--- src/rtl/panda_pkg.sv ---
// Shared definitions for the Panda fetch stage: FSM states, redirect sources
// and PC step sizes.
package panda_pkg;

    typedef enum logic [1:0] {
        IDLE  = 2'd0,
        RUN   = 2'd1,
        DRAIN = 2'd2
    } pc_state_e;

    // Declared in priority order, highest first.
    typedef enum logic [1:0] {
        TRAP   = 2'd0,
        MRET   = 2'd1,
        JUMP   = 2'd2,
        BRANCH = 2'd3
    } redirect_src_e;

    localparam int unsigned PcStepFull = 4;
    localparam int unsigned PcStepHalf = 2;

    // Without compressed support every target must be word aligned.
    function automatic logic target_misaligned(input logic compressed_en,
                                               input logic target_bit1);
        return !compressed_en && target_bit1;
    endfunction

endpackage

--- src/rtl/panda_adder.sv ---
// Generic add/subtract unit shared across the Panda datapath; the result
// wraps modulo 2^Width.
module panda_adder #(
    parameter int unsigned Width = 32
) (
    input  logic [Width-1:0] operand_a,
    input  logic [Width-1:0] operand_b,
    input  logic             subtract,
    output logic [Width-1:0] result
);

    logic [Width-1:0] operand_b_eff;

    // Two's-complement subtraction: invert b and inject a carry-in of one.
    assign operand_b_eff = subtract ? ~operand_b : operand_b;
    assign result        = operand_a + operand_b_eff + {{(Width-1){1'b0}}, subtract};

endmodule

--- src/rtl/panda_pc_gen.sv ---
// Program-counter generator for the Panda fetch stage: holds the fetch PC,
// arbitrates redirects and issues fetch requests over valid/ready.
module panda_pc_gen
    import panda_pkg::*;
#(
    parameter int unsigned      Width        = 32,
    parameter logic [Width-1:0] BootAddr     = '0,
    parameter bit               CompressedEn = 1'b1
) (
    input  logic             clk_i,
    input  logic             rst_i,
    input  logic             fetch_en_i,
    input  logic             stall_i,
    input  logic             trap_i,
    input  logic [Width-1:0] trap_vector_i,
    input  logic             mret_i,
    input  logic [Width-1:0] mepc_i,
    input  logic             jump_i,
    input  logic [Width-1:0] jump_target_i,
    input  logic             branch_i,
    input  logic [Width-1:0] branch_target_i,
    input  logic             compressed_i,
    output logic             req_valid_o,
    input  logic             req_ready_i,
    output logic [Width-1:0] pc_o,
    output logic [Width-1:0] pc_next_o,
    output logic             misaligned_o
);

    pc_state_e        state_q;
    logic [Width-1:0] pc_q;
    logic             pending_q;
    logic             misaligned_q;

    logic             redirect;
    redirect_src_e    redirect_src;
    logic [Width-1:0] redirect_target;
    logic [Width-1:0] redirect_pc;
    logic             redirect_misaligned;

    logic [Width-1:0] step;
    logic             active;
    logic             accept;

    assign step = (CompressedEn && compressed_i) ? Width'(PcStepHalf) : Width'(PcStepFull);

    panda_adder #(
        .Width(Width)
    ) u_adder (
        .operand_a(pc_q),
        .operand_b(step),
        .subtract (1'b0),
        .result   (pc_next_o)
    );

    // Only the highest-priority active source is taken.
    assign redirect = trap_i || mret_i || jump_i || branch_i;

    always_comb begin
        redirect_src = BRANCH;
        if (trap_i) begin
            redirect_src = TRAP;
        end else if (mret_i) begin
            redirect_src = MRET;
        end else if (jump_i) begin
            redirect_src = JUMP;
        end
    end

    always_comb begin
        redirect_target = branch_target_i;
        case (redirect_src)
            TRAP:    redirect_target = trap_vector_i;
            MRET:    redirect_target = mepc_i;
            JUMP:    redirect_target = jump_target_i;
            default: redirect_target = branch_target_i;
        endcase
    end

    assign redirect_pc         = {redirect_target[Width-1:1], 1'b0};
    assign redirect_misaligned = target_misaligned(CompressedEn, redirect_target[1]);

    // A pending request must stay valid even if stall rises underneath it.
    assign active      = (state_q == RUN) || (state_q == DRAIN);
    assign req_valid_o = active && !misaligned_q && (pending_q || !stall_i);
    assign accept      = req_valid_o && req_ready_i;

    assign pc_o         = pc_q;
    assign misaligned_o = misaligned_q;

    // Datapath: a redirect withdraws any request and wins over an advance.
    always_ff @(posedge clk_i) begin
        if (rst_i) begin
            pc_q         <= BootAddr;
            pending_q    <= 1'b0;
            misaligned_q <= 1'b0;
        end else if (redirect) begin
            pc_q         <= redirect_pc;
            pending_q    <= 1'b0;
            misaligned_q <= redirect_misaligned;
        end else if (accept) begin
            pc_q      <= pc_next_o;
            pending_q <= 1'b0;
        end else if (req_valid_o) begin
            pending_q <= 1'b1;
        end
    end

    always_ff @(posedge clk_i) begin
        if (rst_i) begin
            state_q <= IDLE;
        end else begin
            case (state_q)
                IDLE: begin
                    if (fetch_en_i && !redirect) begin
                        state_q <= RUN;
                    end
                end
                RUN: begin
                    if (!fetch_en_i) begin
                        if (req_valid_o && !req_ready_i && !redirect) begin
                            state_q <= DRAIN;
                        end else begin
                            state_q <= IDLE;
                        end
                    end
                end
                DRAIN: begin
                    if (accept || redirect) begin
                        state_q <= IDLE;
                    end
                end
                default: state_q <= IDLE;
            endcase
        end
    end

endmodule
--- config.mk ---
export PLATFORM = sky130hd
export DESIGN_NAME = panda_pc_gen
export DESIGN_NICKNAME = d
export VERILOG_FILES = /design/src/rtl/panda_pkg.sv /design/src/rtl/panda_adder.sv /design/src/rtl/panda_pc_gen.sv
export SDC_FILE = /design/constraint.sdc
export NUM_CORES = 1
export LEC_CHECK = 0
export CORE_MARGIN = 2
export CORE_UTILIZATION = 35
export CTS_CLUSTER_SIZE = 40
export DETAILED_ROUTE_END_ITERATION = 16
export HOLD_SLACK_MARGIN = 0.12
export PLACE_DENSITY = 0.79
export SLEW_MARGIN = 20
export SYNTH_ARGS = -nofsm -noshare
export SYNTH_HDL_FRONTEND = slang
export SYNTH_SLANG_ARGS = --single-unit
--- constraint.sdc ---
create_clock -name clk_i -period 2 [get_ports clk_i]
set_input_delay 0.2 -clock clk_i [delete_from_list [all_inputs] [get_ports clk_i]]
set_output_delay 0.2 -clock clk_i [all_outputs]
set_load 0.02 [all_outputs]
[Word-level counts from Yosys, hierarchy flattened]
Index checks and enable logic that the tools add are counted.
W data, S select, Z words.
Word-level totals
  output and inout port bits: 66
  bits of input ports: 138
  logic and storage cells: 44
  register bits: 35
Operators by class
  add/subtract/negate cells: 1
  equal/unequal tests: 7
  reductions and logical operators: 20
  mux-type cells: 12
Operators with widths (number)
  $pmux W32 S3: 1
  $mux W32: 2
  $add A32 B3 Y32: 1
  $mux W2: 6
  $logic_or A1 B1 Y1: 6
  $pmux W2 S3: 1
  $logic_and A1 B1 Y1: 5
  $eq A2 B1 Y1 const B: 2
  $eq A2 B2 Y1 const B: 2
  $logic_not A2 Y1: 2
  $ne A2 B2 Y1 const B: 2
  $logic_not A1 Y1: 3
  $mux W3: 1
  $reduce_and A3 Y1: 1
  $reduce_or A3 Y1: 1
  $ne A2 B1 Y1 const B: 1
  $reduce_bool A2 Y1: 1
  $reduce_or A2 Y1: 1
  $mux W1: 1

[Logic depth before layout (Yosys ltp)]
Gate-level depths: netlist (run 1).
  word-level depth: 8
  depth in mapped cells: 8
  gate-level depth less buffers: 7

[Modules after synthesis]
From an unflattened synthesis (run 1), not the netlist that was laid out.
Unflattened totals
  cells, all modules: 583
  area total of the unflattened synthesis: 4634.4 µm²
Modules (own cells, without submodules)
  panda_pc_gen: area an instance 2488.6 µm², times used 1, cells each 291
  panda_adder: area an instance 2145.8 µm², times used 1, cells each 292

[Least setup slack after synthesis (run 1)]
OpenSTA, ideal clock, no wires.
  path kind: reg-to-output
  from: reg pc_q[1] (netlist: pc_o[1])
  to: out pc_next_o[21]
  data required time: 1.800 ns
  path buffers: 1
  stages on the path, launching flop included: 9
  path slack: -0.558 ns
  data arrival time: 2.358 ns
  path through: dfxtp_1 -> ha_1 -> fa_1 -> nand4_1 -> nor4_2 -> buf_2 -> nand2_1 -> nor2_1 -> xor2_1
Between the ends
  longest elaborated chain between the ends: 1
Ends and longest elaborated chain
  start, declared: RTL line panda_pc_gen.sv:31  | logic [Width-1:0] pc_q;
  start signal, assigned: RTL line panda_pc_gen.sv:94  | pc_q <= BootAddr;
  start signal, assigned: RTL line panda_pc_gen.sv:98  | pc_q <= redirect_pc;
  start signal, assigned: RTL line panda_pc_gen.sv:102  | pc_q <= pc_next_o;
  $add A32 B3 Y32: RTL line panda_adder.sv:16  | assign result = operand_a + operand_b_eff + {{(Width-1){1'b0}}, subtract};
  end, declared: RTL line panda_pc_gen.sv:26  | output logic [Width-1:0] pc_next_o,
Every way passes these cells.

[Final worst setup path (run 1)]
  from: reg pc_q[1] (netlist: pc_o[1])
  to: out pc_next_o[31]
Same word-level chain as after synthesis.

==> results of run 1 <==
[per-layer routing]
| metal | wire length (µm) | global-route usage [%] | vias to the layer above |
|---|---|---|---|
| li1 | - | - | 2439 |
| met1 | 7150 | 41.5 | 2476 |
| met2 | 9390 | 60.8 | 325 |
| met3 | 1470 | 3.97 | 65 |
| met4 | 767 | 14.2 | 0 |
| met5 | 0 | 0 | - |
[cell families after synthesis]
group	after synthesis	share of synthesized area [%]
AOI/OAI and AO/OA	169	33.2
xor gates and xnor gates	28	7.29
adders and majority gates	6	2.45
buffers and inverters	61	8.14
DFF	34	20.2
muxes	4	1.19
other	1	0.111
and+or+nand+nor	176	27.4
[final cells by class]
class	count	area share, %
multi-input combinational	386	41.6
tap	129	2.22
sequential	34	9.71
inverter	16	0.825
clock buffer	7	1.19
clock inverter	1	0.0687
timing repair buffer	360	44.4
[power breakdown]
part / internal (µW) / total, µW / switching [µW]
registers: 731 / 772 / 41.4
clock network: 278 / 561 / 283
logic: 730 / 1390 / 656
[tightest hold or removal path, delay by kind of cell (launching register included)]
kind | cells | cell delay [ns]
flip-flops | 1 | 0.32
AND/OR/NAND/NOR | 2 | 0.15
[timing repair]
action | 4_1_cts | 5_1_grt
resized for setup | 220 | 70
buffers inserted | 12 | 13
pin swaps | 29 | 37
setup endpoints to repair | 48 | 52
[Yosys cell counts (all sizes together), types with 2 or more instances]
| library cell | instances |
|---|---|
| nand2 | 49 |
| o21ai | 37 |
| a21oi | 35 |
| dfxtp | 34 |
| nor2 | 33 |
| clkbuf | 24 |
| buf | 21 |
| nand3 | 21 |
| xnor2 | 19 |
| nand4 | 15 |
| inv | 14 |
| a31oi | 13 |
| a211oi | 12 |
| a22oi | 11 |
| nor3 | 11 |
| nor4 | 11 |
| o22ai | 11 |
| o221ai | 9 |
| xor2 | 9 |
| o21a | 7 |
| and3 | 6 |
| and4 | 6 |
| o211ai | 6 |
| a221oi | 5 |
| and2 | 5 |
| ha | 5 |
| mux2i | 4 |
| nand2b | 4 |
| o221a | 4 |
| o31ai | 4 |
| or4 | 4 |
| a221o | 3 |
| nor2b | 3 |
| o2111ai | 3 |
| or2 | 3 |
| or3 | 3 |
| clkinv | 2 |
| o2bb2ai | 2 |
[through the flow]
step	TNS (ns)	setup WS, ns	instance area (µm²)
2_1_floorplan	-0.154	-0.0742	3530
3_3_place_gp	-31.61	-0.979	6500
3_5_place_dp	-33.40	-1.03	6500
4_1_cts	-6.47	-0.404	6900
5_1_grt	-8.76	-0.474	7280
6_report	-7.14	-0.435	7280
[registers in the layout (all words and copies together), names as in the netlist]
register and count:
state_q 2, pc_o 31, pending_q 1
[final timing paths]
path	to	slack (ns)	depth (start not counted)	from
setup reg to reg	pc_o[29]$_SDFFE_PP0P_	-0.14	9	pc_o[1]$_SDFFE_PP0P_
hold / removal	pending_q$_SDFFE_PP0N_	0.51	2	pending_q$_SDFFE_PP0N_
setup / recovery	pc_next_o[31]	-0.44	8	pc_o[1]$_SDFFE_PP0P_
hold reg to reg	pending_q$_SDFFE_PP0N_	0.51	2	pending_q$_SDFFE_PP0N_
[layout by cell type, fill, tap and decap left out, types with 6 or more instances in the layout]
cell type and n:
buf_4 161, inv_1 14, nand4_1 14, o211ai_1 6, nor2_1 25, dfxtp_1 19, o221ai_1 7, o21a_1 7
buf_6 31, a211oi_1 11, a22oi_1 11, nor3_1 7, nand3_1 12, clkdlybuf4s50_1 162, o22ai_1 11, nand2_1 43
a31oi_1 10, o21ai_0 30, xnor2_2 15, dfxtp_2 12, a21oi_1 32, clkbuf_8 6
==> results.toml, run 1 <==
[route]
wl_per_cell_um = 20.1
routed_wirelength_mm = 18.8
drt_iter0_markers = 336
via_per_inst = 5.69
drtAntennaViolNets = 0
drtPass1Iterations = 5
drc = 0
vias = 5305

[setup_path]
crit_top_cell = "buf_6"
critical-path-max-stage-delay_ns = 0.37
arrival_ns = 2.24
critPathCaptureType = "output port"
cp_num_buf_inv = 2
crit_type = "reg2out"
critPathMaxFanout = 6
path_cells = "ha_4 -> fa_2 -> nand4_1 -> nor4_4 -> buf_6 -> and4_1 -> or2_4 -> buf_6"
cp_slowest_cell = "dfxtp_4"
path_delay_family = "simple AND/OR/NAND/NOR gates"
cp-start-kind = "register"
cp.required_ns = 1.80

[synthesis]
synthTopCellsByArea = "dfxtp_1, nand2_1, o21ai_0, a21oi_1, xnor2_1"
synthesis.area_um2 = 3360
avgSynthCellArea_um2 = 7.02
synth_edf_count = 0
synth_seq_cells = 34
yosysTopAreaCell = "dfxtp_1"
yosysWarningCount = 0
async_flop_share_pct = 0
ys_seq_area_share_pct = 20.2
ys.flop_type = "dfxtp_1"
ys_types = 57
synth_top_area_share_pct = 20.2
synthCells = 479

[clocking]
cts_buffers = 5
cts_tree = "yes"
cts.sinks = 34
cts-root-buf = "clkbuf_8"
insertion_delay_ns = 0.30
hold_buffers = 0
cts_buffer_depth = 2
clk_pin_slew_worst_paths_ns = 0.07
h-tree-depth = 2

[floorplan]
rows = 35
dieArea_um2 = 10400
die_y_um = 102
initial_utilization_pct = 36.2
ioPinCount = 204
coreArea_um2 = 9280
die_x_um = 102

[pwr]
ir_worst_vdd_uv = 285
p_leak_uw = 0.00310
p_total_uw = 2720
powerDensity_nw_per_um2 = 373

[sta]
clock_skew_ns = 0.00851
rsz0062_at_grt = "true"
finalHoldViolations = 0
worst_slack_ns = -0.435
drv_slew = 0
relSlewSlack_pct = 61.8
timing.fmax_ghz = 0.411
hold_slack_ns = 0.514
post-route-min-period_ns = 2.44
worst_slew_pin_slew_ns = 0.573
setup_viol = 35
fin_crit_sh_pct = 122

[layout]
regArea_um2 = 707
multi_input_area_um2 = 3030
areaGrowthSynthToFinish_pct = 116
fillers = 672
fin_nets = 947
final_core_util_pct = 78.4
fin_cells = 933
final_layout_size_suffix_gt1_share_pct = 38.3
antenna_cells = 0

[hold_path]
hold_class = "reg2reg"

[outcome]
violations = "negative setup slack"
status = "finished with violations"

[global_route]
overflow = 0
grt_pass1_wl_mm = 27.2
grt_antenna_before_repair = 0
grt_max_degree = 26
grt_use_total_pct = 34.1
grt_pass1_vias = 5305

[placed_design]
place.gp.congestion = 1.02
numPortBuffers = 196
placed_cells = 905
hpwlAfterDp_mm = 14.6

[job]
drv_cap = 0
Power figures use the tool's default switching activity.
==> inputs of run 2 (changes only) <==
ABC_AREA = 1   (was unset)
CORE_ASPECT_RATIO = 0.75   (was unset)
==> results.toml, run 2 <==
[layout]
fin_nets = 1013
mostFrequentLayoutCell = "nand2_1"
final_cell_mix = "nand2_1, clkdlybuf4s50_1, buf_4, nor2_1"
final_layout_size_suffix_gt1_share_pct = 21.8
final_core_util_pct = 66.9
fillers = 809
areaGrowthSynthToFinish_pct = 87.7
antenna_cells = 0
largest_reg_flops = 31
fin_cells = 1002

[floorplan]
dieArea_um2 = 10600
initial_utilization_pct = 35.6
die_y_um = 89.5
ioPinCount = 204
die_x_um = 118
rows = 31
coreArea_um2 = 9580

[outcome]
violations = "negative setup slack"
status = "finished with violations"

[route]
drtPass1Iterations = 5
drt_iter0_markers = 336
vias = 5106
drc = 0
wl_per_cell_um = 15.6
drtAntennaViolNets = 0
via_per_inst = 5.10
routed_wirelength_mm = 15.6

[synthesis]
async_flop_share_pct = 0
yosysMostFrequentCell = "nand2_1"
synth_seq_cells = 34
ys_types = 35
yosysTopAreaCell = "nand2_1"
synthCells = 619
synth_edf_count = 0
synth_top_area_share_pct = 26.1
synthesis.area_um2 = 3410
synthTopCellsByCount = "nand2_1, nor2_1, inv_1"
ys.flop_type = "dfxtp_1"
synthTopCellsByArea = "nand2_1, dfxtp_1, nor2_1, nand3_1, o21ai_0"
yosysWarningCount = 0
avgSynthCellArea_um2 = 5.51
ys_seq_area_share_pct = 19.9

[clocking]
clk_pin_slew_worst_paths_ns = 0.06
cts.sinks = 34
cts_buffer_depth = 2
cts_tree = "yes"
insertion_delay_ns = 0.29
hold_buffers = 0
cts_buffers = 5
cts-root-buf = "clkbuf_16"
h-tree-depth = 2

[global_route]
grt_max_degree = 32
grt_pass1_wl_mm = 24.2
grt_use_total_pct = 28.7
grt_pass1_vias = 5059
overflow = 0
grt_antenna_before_repair = 0

[pwr]
p_total_uw = 3110
p_leak_uw = 0.00278
ir_worst_vdd_uv = 378
powerDensity_nw_per_um2 = 485

[sta]
timing.fmax_ghz = 0.464
hold_slack_ns = 0.502
relSlewSlack_pct = 49.4
post-route-min-period_ns = 2.16
rsz0062_at_grt = "true"
worst_slew_pin_slew_ns = 0.758
worst_slack_ns = -0.155
drv_slew = 0
clock_skew_ns = 0.00866
finalHoldViolations = 0
fin_crit_sh_pct = 108
setup_viol = 16

[setup_path]
cp.required_ns = 1.80
critPathCaptureType = "output port"
arrival_ns = 1.96
crit_type = "reg2out"
critPathMaxFanout = 3
cp-start-kind = "register"

[placed_design]
numPortBuffers = 196
placed_cells = 991
hpwlAfterDp_mm = 12.3
place.gp.congestion = 0.905

[job]
drv_cap = 0

[hold_path]
hold_class = "reg2reg"
run 2: cell count changes after synthesis, moves of 11 or more:
cell | before | now
nand2_1 | 49 | 237
a211oi_1 | 12 | 1
clkbuf_1 | 24 | 9
xnor2_1 | 19 | 7
nor2_1 | 33 | 74
nand3_1 | 19 | 45
a22oi_1 | 11 | 0
o22ai_1 | 11 | 0
inv_1 | 14 | 46
run 2: final cells by class:
cell class                 instances  area, µm²  area share, %
clock buffer                       8        166           2.60
sequential                        34        686           10.7
inverter                          49        184           2.87
timing repair buffer             270       2560           39.9
tap                              132        165           2.58
multi-input combinational        509       2650           41.3
run 2: what timing repair did:
action | in CTS | in global routing
pin swaps | 16 | 18
buffers inserted | 2 | 1
hold endpoints to repair | 0 | 0
resized for setup | 179 | 66
setup endpoints to repair | 32 | 35
run 2: worst max-delay path, cell delays in order (launching register included):
cell      delay, ns
dfxtp_2        0.34
ha_4           0.17
fa_2           0.39
inv_2          0.11
nor2_4         0.05
nand3b_1       0.23
nor2_1         0.10
nand2_1        0.09
nand2_2        0.06
buf_6          0.13
run 2: per-stage QoR:
stage               setup TNS (ns)  setup WS, ns  cell area (µm²)
global placement            -19.57        -0.704             5940
floorplan                        0        0.0377             3430
finish                       -1.05        -0.155             6400
detailed placement          -22.21        -0.752             5940
global route                 -2.52        -0.227             6400
CTS                         -0.941        -0.121             6190
run 2: layer usage:
| layer | track usage (%) | up-vias | wire [µm] |
|---|---|---|---|
| met5 | 0 | - | 0 |
| met4 | 9.64 | 0 | 399 |
| met3 | 7.02 | 39 | 1200 |
| met2 | 53.1 | 245 | 7580 |
| met1 | 33.2 | 2357 | 6430 |
| li1 | - | 2465 | - |
run 2: path summary, 6_finish.rpt:
kind                          startpoint                      to  slack [ns]  cells after the start
setup / recovery    pc_o[1]$_SDFFE_PP0P_           pc_next_o[19]       -0.16                      9
hold / removal    pending_q$_SDFFE_PP0N_  pending_q$_SDFFE_PP0N_        0.50                      2
setup reg to reg    pc_o[1]$_SDFFE_PP0P_   pc_o[15]$_SDFFE_PP0P_       -0.04                     12
hold reg to reg   pending_q$_SDFFE_PP0N_  pending_q$_SDFFE_PP0N_        0.50                      2
run 2: kinds of logic after synthesis:
kind of cell,count (synthesis),share of synthesized area (%)
fa+ha+maj,6,2.42
compound gates,97,15.5
simple gates,392,48.6
xor+xnor,11,2.82
buf+inv,78,10.6
flops,34,19.9
other cells,1,0.110
run 2: power by group:
part / internal [µW] / switching (µW) / leakage (µW) / total [µW]
clock network: 564 / 301 / 0.0000832 / 865
logic: 731 / 699 / 0.00242 / 1430
registers: 747 / 68.1 / 0.000283 / 815
total: 2040 / 1070 / 0.00278 / 3110
==> inputs of run 3 (changes only) <==
SLEW_MARGIN = 25   (was 20)
==> results of run 3 <==
The final DEF is identical to that of run 2; final timing and power are the same.
